File: src/rtl/seg_codes_pkg.sv
// Shared symbol-code and active-low 7-segment pattern tables for the encoder/decoder pair.
// seg_to_code() is the single source of truth for the pattern -> code direction.
package seg_codes_pkg;

  localparam logic [4:0] SYM_A     = 5'h00;
  localparam logic [4:0] SYM_B     = 5'h01;
  localparam logic [4:0] SYM_C     = 5'h02;
  localparam logic [4:0] SYM_D     = 5'h03;
  localparam logic [4:0] SYM_E     = 5'h04;
  localparam logic [4:0] SYM_F     = 5'h05;
  localparam logic [4:0] SYM_G     = 5'h06;
  localparam logic [4:0] SYM_H     = 5'h07;
  localparam logic [4:0] SYM_I     = 5'h08;
  localparam logic [4:0] SYM_J     = 5'h09;
  localparam logic [4:0] SYM_K     = 5'h0A;
  localparam logic [4:0] SYM_L     = 5'h0B;
  localparam logic [4:0] SYM_M     = 5'h0C;
  localparam logic [4:0] SYM_N     = 5'h0D;
  localparam logic [4:0] SYM_O     = 5'h0E;
  localparam logic [4:0] SYM_P     = 5'h0F;
  localparam logic [4:0] SYM_Q     = 5'h10;
  localparam logic [4:0] SYM_R     = 5'h11;
  localparam logic [4:0] SYM_S     = 5'h12;
  localparam logic [4:0] SYM_T     = 5'h13;
  localparam logic [4:0] SYM_U     = 5'h14;
  localparam logic [4:0] SYM_V     = 5'h15;
  localparam logic [4:0] SYM_W     = 5'h16;
  localparam logic [4:0] SYM_X     = 5'h17;
  localparam logic [4:0] SYM_Y     = 5'h18;
  localparam logic [4:0] SYM_Z     = 5'h19;
  localparam logic [4:0] SYM_SPACE = 5'h1A;
  localparam logic [4:0] SYM_DASH  = 5'h1B;
  localparam logic [4:0] SYM_3     = 5'h1C;
  localparam logic [4:0] SYM_BLANK = 5'h1F;

  // Active-low patterns: a 0 bit lights the segment.
  localparam logic [6:0] PAT_A     = 7'h08;
  localparam logic [6:0] PAT_B     = 7'h03;
  localparam logic [6:0] PAT_C     = 7'h46;
  localparam logic [6:0] PAT_D     = 7'h21;
  localparam logic [6:0] PAT_E     = 7'h06;
  localparam logic [6:0] PAT_F     = 7'h0E;
  localparam logic [6:0] PAT_G     = 7'h10;
  localparam logic [6:0] PAT_H     = 7'h0B;
  localparam logic [6:0] PAT_I     = 7'h79;
  localparam logic [6:0] PAT_J     = 7'h71;
  localparam logic [6:0] PAT_K     = 7'h09;
  localparam logic [6:0] PAT_L     = 7'h47;
  localparam logic [6:0] PAT_M     = 7'h36;
  localparam logic [6:0] PAT_N     = 7'h2B;
  localparam logic [6:0] PAT_O     = 7'h23;
  localparam logic [6:0] PAT_P     = 7'h0C;
  localparam logic [6:0] PAT_Q     = 7'h18;
  localparam logic [6:0] PAT_R     = 7'h2F;
  localparam logic [6:0] PAT_S     = 7'h12;
  localparam logic [6:0] PAT_T     = 7'h07;
  localparam logic [6:0] PAT_U     = 7'h41;
  localparam logic [6:0] PAT_V     = 7'h63;
  localparam logic [6:0] PAT_W     = 7'h1B;
  localparam logic [6:0] PAT_X     = 7'h2D;
  localparam logic [6:0] PAT_Y     = 7'h19;
  localparam logic [6:0] PAT_Z     = 7'h24;
  localparam logic [6:0] PAT_SPACE = 7'h77;
  localparam logic [6:0] PAT_DASH  = 7'h3F;
  localparam logic [6:0] PAT_3     = 7'h30;
  localparam logic [6:0] PAT_BLANK = 7'h7F;

  // Returns {valid, code}; blank maps to a valid SYM_BLANK so callers decide its fate.
  function automatic logic [5:0] seg_to_code(input logic [6:0] pat);
    logic [5:0] r;
    r = 6'h00;
    case (pat)
      PAT_A:     r = {1'b1, SYM_A};
      PAT_B:     r = {1'b1, SYM_B};
      PAT_C:     r = {1'b1, SYM_C};
      PAT_D:     r = {1'b1, SYM_D};
      PAT_E:     r = {1'b1, SYM_E};
      PAT_F:     r = {1'b1, SYM_F};
      PAT_G:     r = {1'b1, SYM_G};
      PAT_H:     r = {1'b1, SYM_H};
      PAT_I:     r = {1'b1, SYM_I};
      PAT_J:     r = {1'b1, SYM_J};
      PAT_K:     r = {1'b1, SYM_K};
      PAT_L:     r = {1'b1, SYM_L};
      PAT_M:     r = {1'b1, SYM_M};
      PAT_N:     r = {1'b1, SYM_N};
      PAT_O:     r = {1'b1, SYM_O};
      PAT_P:     r = {1'b1, SYM_P};
      PAT_Q:     r = {1'b1, SYM_Q};
      PAT_R:     r = {1'b1, SYM_R};
      PAT_S:     r = {1'b1, SYM_S};
      PAT_T:     r = {1'b1, SYM_T};
      PAT_U:     r = {1'b1, SYM_U};
      PAT_V:     r = {1'b1, SYM_V};
      PAT_W:     r = {1'b1, SYM_W};
      PAT_X:     r = {1'b1, SYM_X};
      PAT_Y:     r = {1'b1, SYM_Y};
      PAT_Z:     r = {1'b1, SYM_Z};
      PAT_SPACE: r = {1'b1, SYM_SPACE};
      PAT_DASH:  r = {1'b1, SYM_DASH};
      PAT_3:     r = {1'b1, SYM_3};
      PAT_BLANK: r = {1'b1, SYM_BLANK};
      default:   r = 6'h00;
    endcase
    return r;
  endfunction

endpackage

File: src/rtl/seg_sync_fifo.sv
// Small synchronous FIFO with count-based full/empty and a synchronous clear.
// The head is presented combinationally and reads as zero while empty.
module seg_sync_fifo #(
  parameter int W     = 5,
  parameter int DEPTH = 4
) (
  input  logic         clk,
  input  logic         rst_n,
  input  logic         i_clr,
  input  logic         i_push,
  input  logic [W-1:0] i_data,
  input  logic         i_pop,
  output logic [W-1:0] o_data,
  output logic         o_full,
  output logic         o_empty
);
  localparam int AW = (DEPTH > 1) ? $clog2(DEPTH) : 1;
  localparam logic [AW-1:0] PTR_ONE  = {{(AW-1){1'b0}}, 1'b1};
  localparam logic [AW:0]   CNT_ONE  = {{AW{1'b0}}, 1'b1};
  localparam logic [AW:0]   CNT_FULL = (AW+1)'(DEPTH);

  logic [W-1:0]  r_mem [DEPTH];
  logic [AW-1:0] r_wr_ptr;
  logic [AW-1:0] r_rd_ptr;
  logic [AW:0]   r_count;
  logic          w_push_ok;
  logic          w_pop_ok;

  assign o_full    = (r_count == CNT_FULL);
  assign o_empty   = (r_count == '0);
  assign w_push_ok = i_push && !o_full;
  assign w_pop_ok  = i_pop && !o_empty;
  assign o_data    = o_empty ? '0 : r_mem[r_rd_ptr];

  always_ff @(posedge clk) begin
    if (w_push_ok && !i_clr) begin
      r_mem[r_wr_ptr] <= i_data;
    end
  end

  // Power-of-two depth lets the pointers wrap by plain overflow.
  always_ff @(posedge clk or negedge rst_n) begin
    if (!rst_n) begin
      r_wr_ptr <= '0;
      r_rd_ptr <= '0;
      r_count  <= '0;
    end else if (i_clr) begin
      r_wr_ptr <= '0;
      r_rd_ptr <= '0;
      r_count  <= '0;
    end else begin
      if (w_push_ok) r_wr_ptr <= r_wr_ptr + PTR_ONE;
      if (w_pop_ok)  r_rd_ptr <= r_rd_ptr + PTR_ONE;
      case ({w_push_ok, w_pop_ok})
        2'b10:   r_count <= r_count + CNT_ONE;
        2'b01:   r_count <= r_count - CNT_ONE;
        default: r_count <= r_count;
      endcase
    end
  end

endmodule

File: src/rtl/seg_pattern_decoder.sv
// Recovers 5-bit symbol codes from active-low 7-segment patterns and queues them
// behind a valid/ready FIFO, flagging and counting patterns outside the table.
module seg_pattern_decoder
  import seg_codes_pkg::*;
#(
  parameter int DEPTH      = 4,
  parameter bit DROP_BLANK = 1'b1,
  parameter int ERR_W      = 8
) (
  input  logic             clk,
  input  logic             rst_n,
  input  logic             clr,
  input  logic             in_valid,
  output logic             in_ready,
  input  logic [6:0]       seg_in,
  output logic             out_valid,
  input  logic             out_ready,
  output logic [4:0]       code_out,
  output logic             bad_pattern,
  output logic [ERR_W-1:0] err_cnt,
  output logic             overflow
);
  localparam logic [ERR_W-1:0] ERR_ONE = {{(ERR_W-1){1'b0}}, 1'b1};

  logic [5:0] w_dec;
  logic       w_known;
  logic [4:0] w_code;
  logic       w_blank;
  logic       w_accept;
  logic       w_push;
  logic       w_bad;
  logic       w_pop;
  logic       w_full;
  logic       w_empty;

  logic             r_bad;
  logic [ERR_W-1:0] r_err_cnt;
  logic             r_overflow;

  assign w_dec    = seg_to_code(seg_in);
  assign w_known  = w_dec[5];
  assign w_code   = w_dec[4:0];
  assign w_blank  = (seg_in == PAT_BLANK);

  // in_ready depends only on the registered count, never on out_ready.
  assign in_ready = !w_full;
  assign w_accept = in_valid && in_ready;
  assign w_push   = w_accept && w_known && !(w_blank && DROP_BLANK);
  assign w_bad    = w_accept && !w_known;
  assign out_valid = !w_empty;
  assign w_pop    = out_valid && out_ready;

  seg_sync_fifo #(
    .W     (5),
    .DEPTH (DEPTH)
  ) u_fifo (
    .clk     (clk),
    .rst_n   (rst_n),
    .i_clr   (clr),
    .i_push  (w_push),
    .i_data  (w_code),
    .i_pop   (w_pop),
    .o_data  (code_out),
    .o_full  (w_full),
    .o_empty (w_empty)
  );

  always_ff @(posedge clk or negedge rst_n) begin
    if (!rst_n) begin
      r_bad      <= 1'b0;
      r_err_cnt  <= '0;
      r_overflow <= 1'b0;
    end else if (clr) begin
      r_bad      <= 1'b0;
      r_err_cnt  <= '0;
      r_overflow <= 1'b0;
    end else begin
      r_bad <= w_bad;
      if (w_bad && (r_err_cnt != '1)) r_err_cnt <= r_err_cnt + ERR_ONE;
      if (in_valid && !in_ready) r_overflow <= 1'b1;
    end
  end

  assign bad_pattern = r_bad;
  assign err_cnt     = r_err_cnt;
  assign overflow    = r_overflow;

endmodule

File: config.mk
export PLATFORM = sky130hd
export DESIGN_NAME = seg_pattern_decoder
export DESIGN_NICKNAME = d
export VERILOG_FILES = /design/src/rtl/seg_codes_pkg.sv /design/src/rtl/seg_sync_fifo.sv /design/src/rtl/seg_pattern_decoder.sv
export SDC_FILE = /design/constraint.sdc
export NUM_CORES = 1
export LEC_CHECK = 0
export ABC_AREA = 1
export CAP_MARGIN = 10
export CORE_ASPECT_RATIO = 1.25
export CORE_MARGIN = 4
export CORE_UTILIZATION = 57
export CTS_BUF_LIST = sky130_fd_sc_hd__clkbuf_4
export DETAILED_ROUTE_END_ITERATION = 10
export DONT_BUFFER_PORTS = 1
export GPL_TIMING_DRIVEN = 1
export PLACE_DENSITY = 0.72
export REMOVE_ABC_BUFFERS = 1
export SYNTH_ARGS = -nofsm -noshare
export SYNTH_HDL_FRONTEND = slang
export SYNTH_HIERARCHICAL = 1
export SYNTH_SLANG_ARGS = --single-unit
File: constraint.sdc
create_clock -name clk -period 2 [get_ports clk]
set_input_delay 0.4 -clock clk [delete_from_list [all_inputs] [get_ports clk]]
set_output_delay 0.4 -clock clk [all_outputs]
set_load 0.005 [all_outputs]
After elaboration in Yosys (flattened, before gate mapping)
Memory sizes are Yosys's and may differ from the RTL's.
Index checks and enable logic that the tools add are counted.
- add/subtract/negate cells: 5
- equality and inequality tests: 5
- muxes and demuxes: 14
- reductions and logical operators: 21
- operators by type and width (cell ; count):
    $mux W8 ; 2
    $logic_and A1 B1 Y1 ; 10
    $add A8 B1 Y8 const B ; 1
    $mux W2 ; 4
    $ne A8 B8 Y1 const B ; 1
    $reduce_bool A2 Y1 ; 4
    $eq A7 B7 Y1 const B ; 1
    $pmux W3 S2 ; 1
    $logic_not A1 Y1 ; 5
    $mux W1 ; 5
    $mux W5 ; 1
    $add A2 B1 Y2 const B ; 2
    $add A3 B1 Y3 const B ; 1
    $eq A3 B3 Y1 const B ; 1
    $logic_not A3 Y1 ; 1
    $mux W3 ; 1
    $reduce_bool A3 Y1 ; 1
    $sub A3 B1 Y3 const B ; 1
    $eq A2 B1 Y1 const B ; 1
    $eq A2 B2 Y1 const B ; 1
- memories kept: 2
- memory bits (writable): 20
- bits in read-only memories: 768
- register bits: 17
- input port bits: 12
- memory list (memory ; depth ; width ; rd ports ; clocked after Yosys merged registers in ; write ports ; RTL line ; RTL):
    (no name shown) ; 128 ; 6 ; 1 ; 0 ; 0 ; seg_codes_pkg.sv:72 ; case (pat)
    u_fifo.r_mem ; 4 ; 5 ; 1 ; 0 ; 1 ; seg_sync_fifo.sv:22 ; logic [W-1:0] r_mem [DEPTH];

Logic depth before layout (Yosys ltp)
- depth in word-level cells: 9
- gate-level depth with buffers: 22
- mapped depth without buffers: 21

Hierarchy
Netlist, hierarchy kept.
- modules (own cells, without submodules) (module ; area each (um^2) ; times used ; cells each ; sequential area each (um^2)):
    seg_sync_fifo ; 1311.3 ; 1 ; 129 ; 775.7
    seg_pattern_decoder ; 1141.1 ; 1 ; 191 ; 250.2

Worst setup path after synthesis
OpenSTA, ideal clock, no wires.
- kind: input to register
- start point: in seg_in[2]
- end point: reg u_fifo.r_count[2]
- data arrival time: 2.517 ns
- setup slack: -0.635 ns
- stages on the path: 20
- required time: 1.882 ns
- library setup time: 0.118 ns
- path through: buf_4 -> nor2_1 -> nand2_1 -> nand2_1 -> nor2_1 -> nor2_1 -> nor2_2 -> nand2_1 -> nand2_2 -> and2_1 -> nor3_2 -> nand2_1 -> nand2_4 -> inv_1 -> fa_1 -> xor2_1 -> nand3_1 -> nand2_1 -> nand2_1 -> nand2_1
- longest elaborated chain between the ends: 7
- elaborated cells between the ends (all ways): 11
- RTL lines (element ; RTL line ; RTL):
    start: declaration ; seg_pattern_decoder.sv:15 ; input logic [6:0] seg_in,
    $mem_v2 Z128 W6 / $eq A7 B7 Y1 (equally long branches) ; -- ;
    $logic_and A1 B1 Y1 / $logic_not A1 Y1 (equally long branches) ; seg_pattern_decoder.sv:48 ; assign w_push = w_accept && w_known && !(w_blank && DROP_BLANK);
    $logic_and A1 B1 Y1 (*) ; seg_pattern_decoder.sv:48 ;
    named net w_push ; seg_pattern_decoder.sv:30 ; logic w_push;
    $logic_and A1 B1 Y1 (*) ; seg_sync_fifo.sv:31 ; assign w_push_ok = i_push && !o_full;
    $eq A2 B1 Y1 / $eq A2 B2 Y1 (equally long branches) ; seg_sync_fifo.sv:54 ; case ({w_push_ok, w_pop_ok})
    $pmux W3 S2 ; seg_sync_fifo.sv:54 ;
    $mux W3 ; seg_sync_fifo.sv:47 ; end else if (i_clr) begin
    end signal: assignment ; seg_sync_fifo.sv:55 ; 2'b10: r_count <= r_count + CNT_ONE;
    end signal: assignment ; seg_sync_fifo.sv:56 ; 2'b01: r_count <= r_count - CNT_ONE;
    end signal: assignment ; seg_sync_fifo.sv:57 ; default: r_count <= r_count;
    end: declaration ; seg_sync_fifo.sv:25 ; logic [AW:0] r_count;
The timed path passes the listed nets; every way through them passes the cells marked *.
A chain may end at the register's enable or synchronous reset.

Worst setup path after layout
- start point: in seg_in[0]
- end point: mem u_fifo.r_mem[1][2] (data pin)
- longest elaborated chain between the ends: 1
- RTL lines (element ; RTL line ; RTL):
    $mem_v2 Z128 W6 ; -- ;
    named net w_dec[2] ; seg_pattern_decoder.sv:25 ; logic [5:0] w_dec;
    end: declaration ; seg_sync_fifo.sv:22 ;
The timed path passes the listed nets, and every way through them passes these cells.

==> results.md <==
* Worst Path Class, Setup: in -> reg
* Synth Cell Area at approximately 2500 µm²
* Cells after DPL at between 400 and 500
* Worst endpoint data arrival time at about 2.3 ns
* Slowest CP cell: nor3_4
* TritonCTS clock tree: done
* Post-Place Setup Slack at -0.602 ns
* Flop pwr share at between 40% and 50%
* Required time of the critical path at 2.20 ns
* Setup WS post-layout at -0.104 ns
* Leak Pwr at approximately 1.5 nW
* Chip height at 81.3 µm
* Routed WL per cell at 14.1 µm
* Root buffer cell: clkbuf_4
* Core Region at roughly 4100 µm²
* Yosys warnings at 6
* Combinational share of power at around 41%
* RSZ-0062 raised after global routing: true
* Failing checks: setup timing
* Tmin final at 2.10 ns
* Vias at between 2,000 and 2,500
* Ant diodes at 0
* Row count at 26
* CP max stage delay at 0.19 ns
* Ys flop type: edfxtp_1
* Hpwl dp at between 4000 and 5000 µm
* Worst hold slack at roughly 0.11 ns
* Worst VDD drop at 0.652 mV
* Crit share post-route at 105%
* Hold Crit Start: clr
* Number of nets in the layout at 400
* Ys async rst share at a little under half
* Relative slew slack at a little under half
* Initial antenna violation count at 0
* Family with the most delay on the worst path: buffers and inverters
* Distinct cell type count after synthesis at 40
* Critical path capture point type: flop
* Cells after Synth at 320
* Setup-failing EPs final at 4
* I/O pin total at 29
* Port Buffers at 0
* FMAX at between 400 and 500 MHz
* Switching share of power at between 30% and 40%
* Part of the Yosys area used for sequential elements at a little over two fifths
* Power per cell area at roughly 710 nW/µm²
* R2r startpoint: u_fifo/r_count[1]
* Layout overhead on the synthesized area at 30.1%
* Die Area at roughly 5400 µm²
* Startpoint types: input pin
* Total routed wirelength at ~6000 µm
* DRC violations left at 0
* TritonCTS Sinks at 37
* Via density at 5.57
* Initial Util at roughly three fifths
* Final Max Slew Viols at 0
* Drt initial violations at between 150 and 200
* Synth Area per Inst at between 7 and 8 µm²
* Max_cap viols at 0
* Clock Latency Late Sink at around 0.34 ns
* Total power at 0.00227 W
* Status: complete, but fails checks
* Layout cell share with drive strength beyond 1 at about 34%
* Vias in the first global route at ~2,200
* GRT Total Usage at 23.6%
* NetSw at roughly 0.00084 W
* Largest net degree at the start of global routing at 18
* Worst slew pin tran at around 0.8 ns
* Setup TNS at -0.409 ns
* Crit-path max FO at 7
* Critical path, cell by cell: nor3_4 -> nand2_2 -> buf_4 -> buf_4 -> buf_4 -> buf_4 -> buf_4 -> buf_4 -> buf_4 -> buf_4 -> buf_4 -> buf_4 -> buf_4 -> nand3_2 -> nand3_2 -> nand2_2
* Clock Power Share at between 15 and 20%
* H-tree Lvls at 2
* Post-synthesis sequential element count at 37
* Final hold viol count at 0
* First-pass GRT wire length at ~9800 µm
* Internal power at between 0.001 and 0.0015 W
* Iteration count of the initial detailed-routing pass at 5
* Non-Filler Instances at approximately 440
* DIE WIDTH at between 60 and 70 µm
* Crit-path most repeated cell: buf_4
* GP Congestion at just under 0.9
* CP Launch Point: seg_in[0]
* Post-synth EDFFs at 20
* CTS buffer count at 5
* Grt ovf at 0
* Min-delay worst type: in -> reg
* # fillers at 305
* Clock Path Buffers at 2
* DRT antenna net count at 0
* WP buf/inv at 11
* Clock slew seen by the registers of the worst setup and hold paths at between 0.1 and 0.15 ns
* Setup Skew at between 0.01 and 0.015 ns
## synth_stat cells, types with 4 or more instances
master    number  area (µm²)
edfxtp_1      20         601
nand3_1       20         100
inv_1         28         105
inv_2          4        15.0
nand2_2        6        37.5
nand2_1       72         270
ha_1           5        62.6
nor3_1         8        40.0
dfrtp_1       17         425
xor2_1         4        35.0
o21ai_0       21         105
a21oi_1       13        65.1
nor2_1        55         206
## layout by cell type (no fill, tap or decap), drive strengths merged, types with 2 or more instances in the layout
master	count
o21ai	24
xnor2	2
dfrtp	17
nand4	4
inv	34
edfxtp	20
nor2	60
o211ai	2
buf	63
nand2	81
nor3b	2
nand3	22
a31oi	3
clkinv	3
nor3	9
ha	5
a21oi	15
xor2	4
clkbuf	6
## power by group through the flow
stage	clock network (W)	logic, W	registers, W
2_1_floorplan	0	0.000518	0.000966
3_3_place_gp	0	0.000816	0.000958
3_5_place_dp	0	0.000834	0.000959
4_1_cts	0.000399	0.000890	0.000942
5_1_grt	0.000438	0.00104	0.000956
6_report	0.000385	0.000941	0.000944
## worst paths after layout
kind / endpoint / slack, ns / cells after the start
setup / recovery: u_fifo/r_mem[1][2] / -0.10 / 16
hold / removal: u_fifo/r_rd_ptr[1] / 0.11 / 1
setup reg to reg: u_fifo/r_count[2] / 0.07 / 15
max in group asynchronous: err_cnt[3] / 0.93 / 1
min in group asynchronous: u_fifo/r_rd_ptr[0] / 0.58 / 1
hold reg to reg: overflow / 0.54 / 2
## routing by layer
layer / share of wire [%] / vias to the layer above / GRT usage, %
met5: 0 / - / 0
met4: 4.0 / 0 / 10.8
met3: 6.4 / 36 / 5.53
met2: 50 / 106 / 40.6
met1: 40 / 1124 / 27.7
li1: - / 1178 / -
## what timing repair did
action | 4_1_cts | 5_1_grt
hold buffers | 1 | 0
hold endpoints to repair | 17 | 0
pin swaps | 20 | 16
setup buffers | 15 | 4
gates resized for setup | 25 | 32
setup endpoints to repair | 2 | 34
## flip-flops by register name (all words and copies together) (netlist names)
signal / flops
u_fifo/r_count: 3
err_cnt: 8
u_fifo/r_rd_ptr: 2
u_fifo/r_mem: 20
bad_pattern: 1
u_fifo/r_wr_ptr: 2
overflow: 1
## per-stage QoR
stage | util [%] | area, µm²
finish | 77.2 | 3190
global route | 77.2 | 3190
CTS | 74.1 | 3060
detailed placement | 67.8 | 2800
global placement | 67.8 | 2800
floorplan | - | 2390
## cells by family after synthesis
family / share of synthesized area, %
simple gates: 33.7
compound gates: 11.1
buf+inv: 7.86
flops: 41.8
xor+xnor: 2.14
fa+ha+maj: 3.37
## final cells by class
class | instances | area (µm²) | area share (%)
Clock inverter | 2 | 10.0 | 0.314
Clock buffer | 6 | 45.0 | 1.41
Tap cell | 56 | 70.1 | 2.20
Multi-Input combinational cell | 239 | 1400 | 43.7
Timing Repair Buffer | 64 | 502 | 15.7
Inverter | 35 | 141 | 4.43
Sequential cell | 37 | 1030 | 32.2
Power figures use the tool's default switching activity.
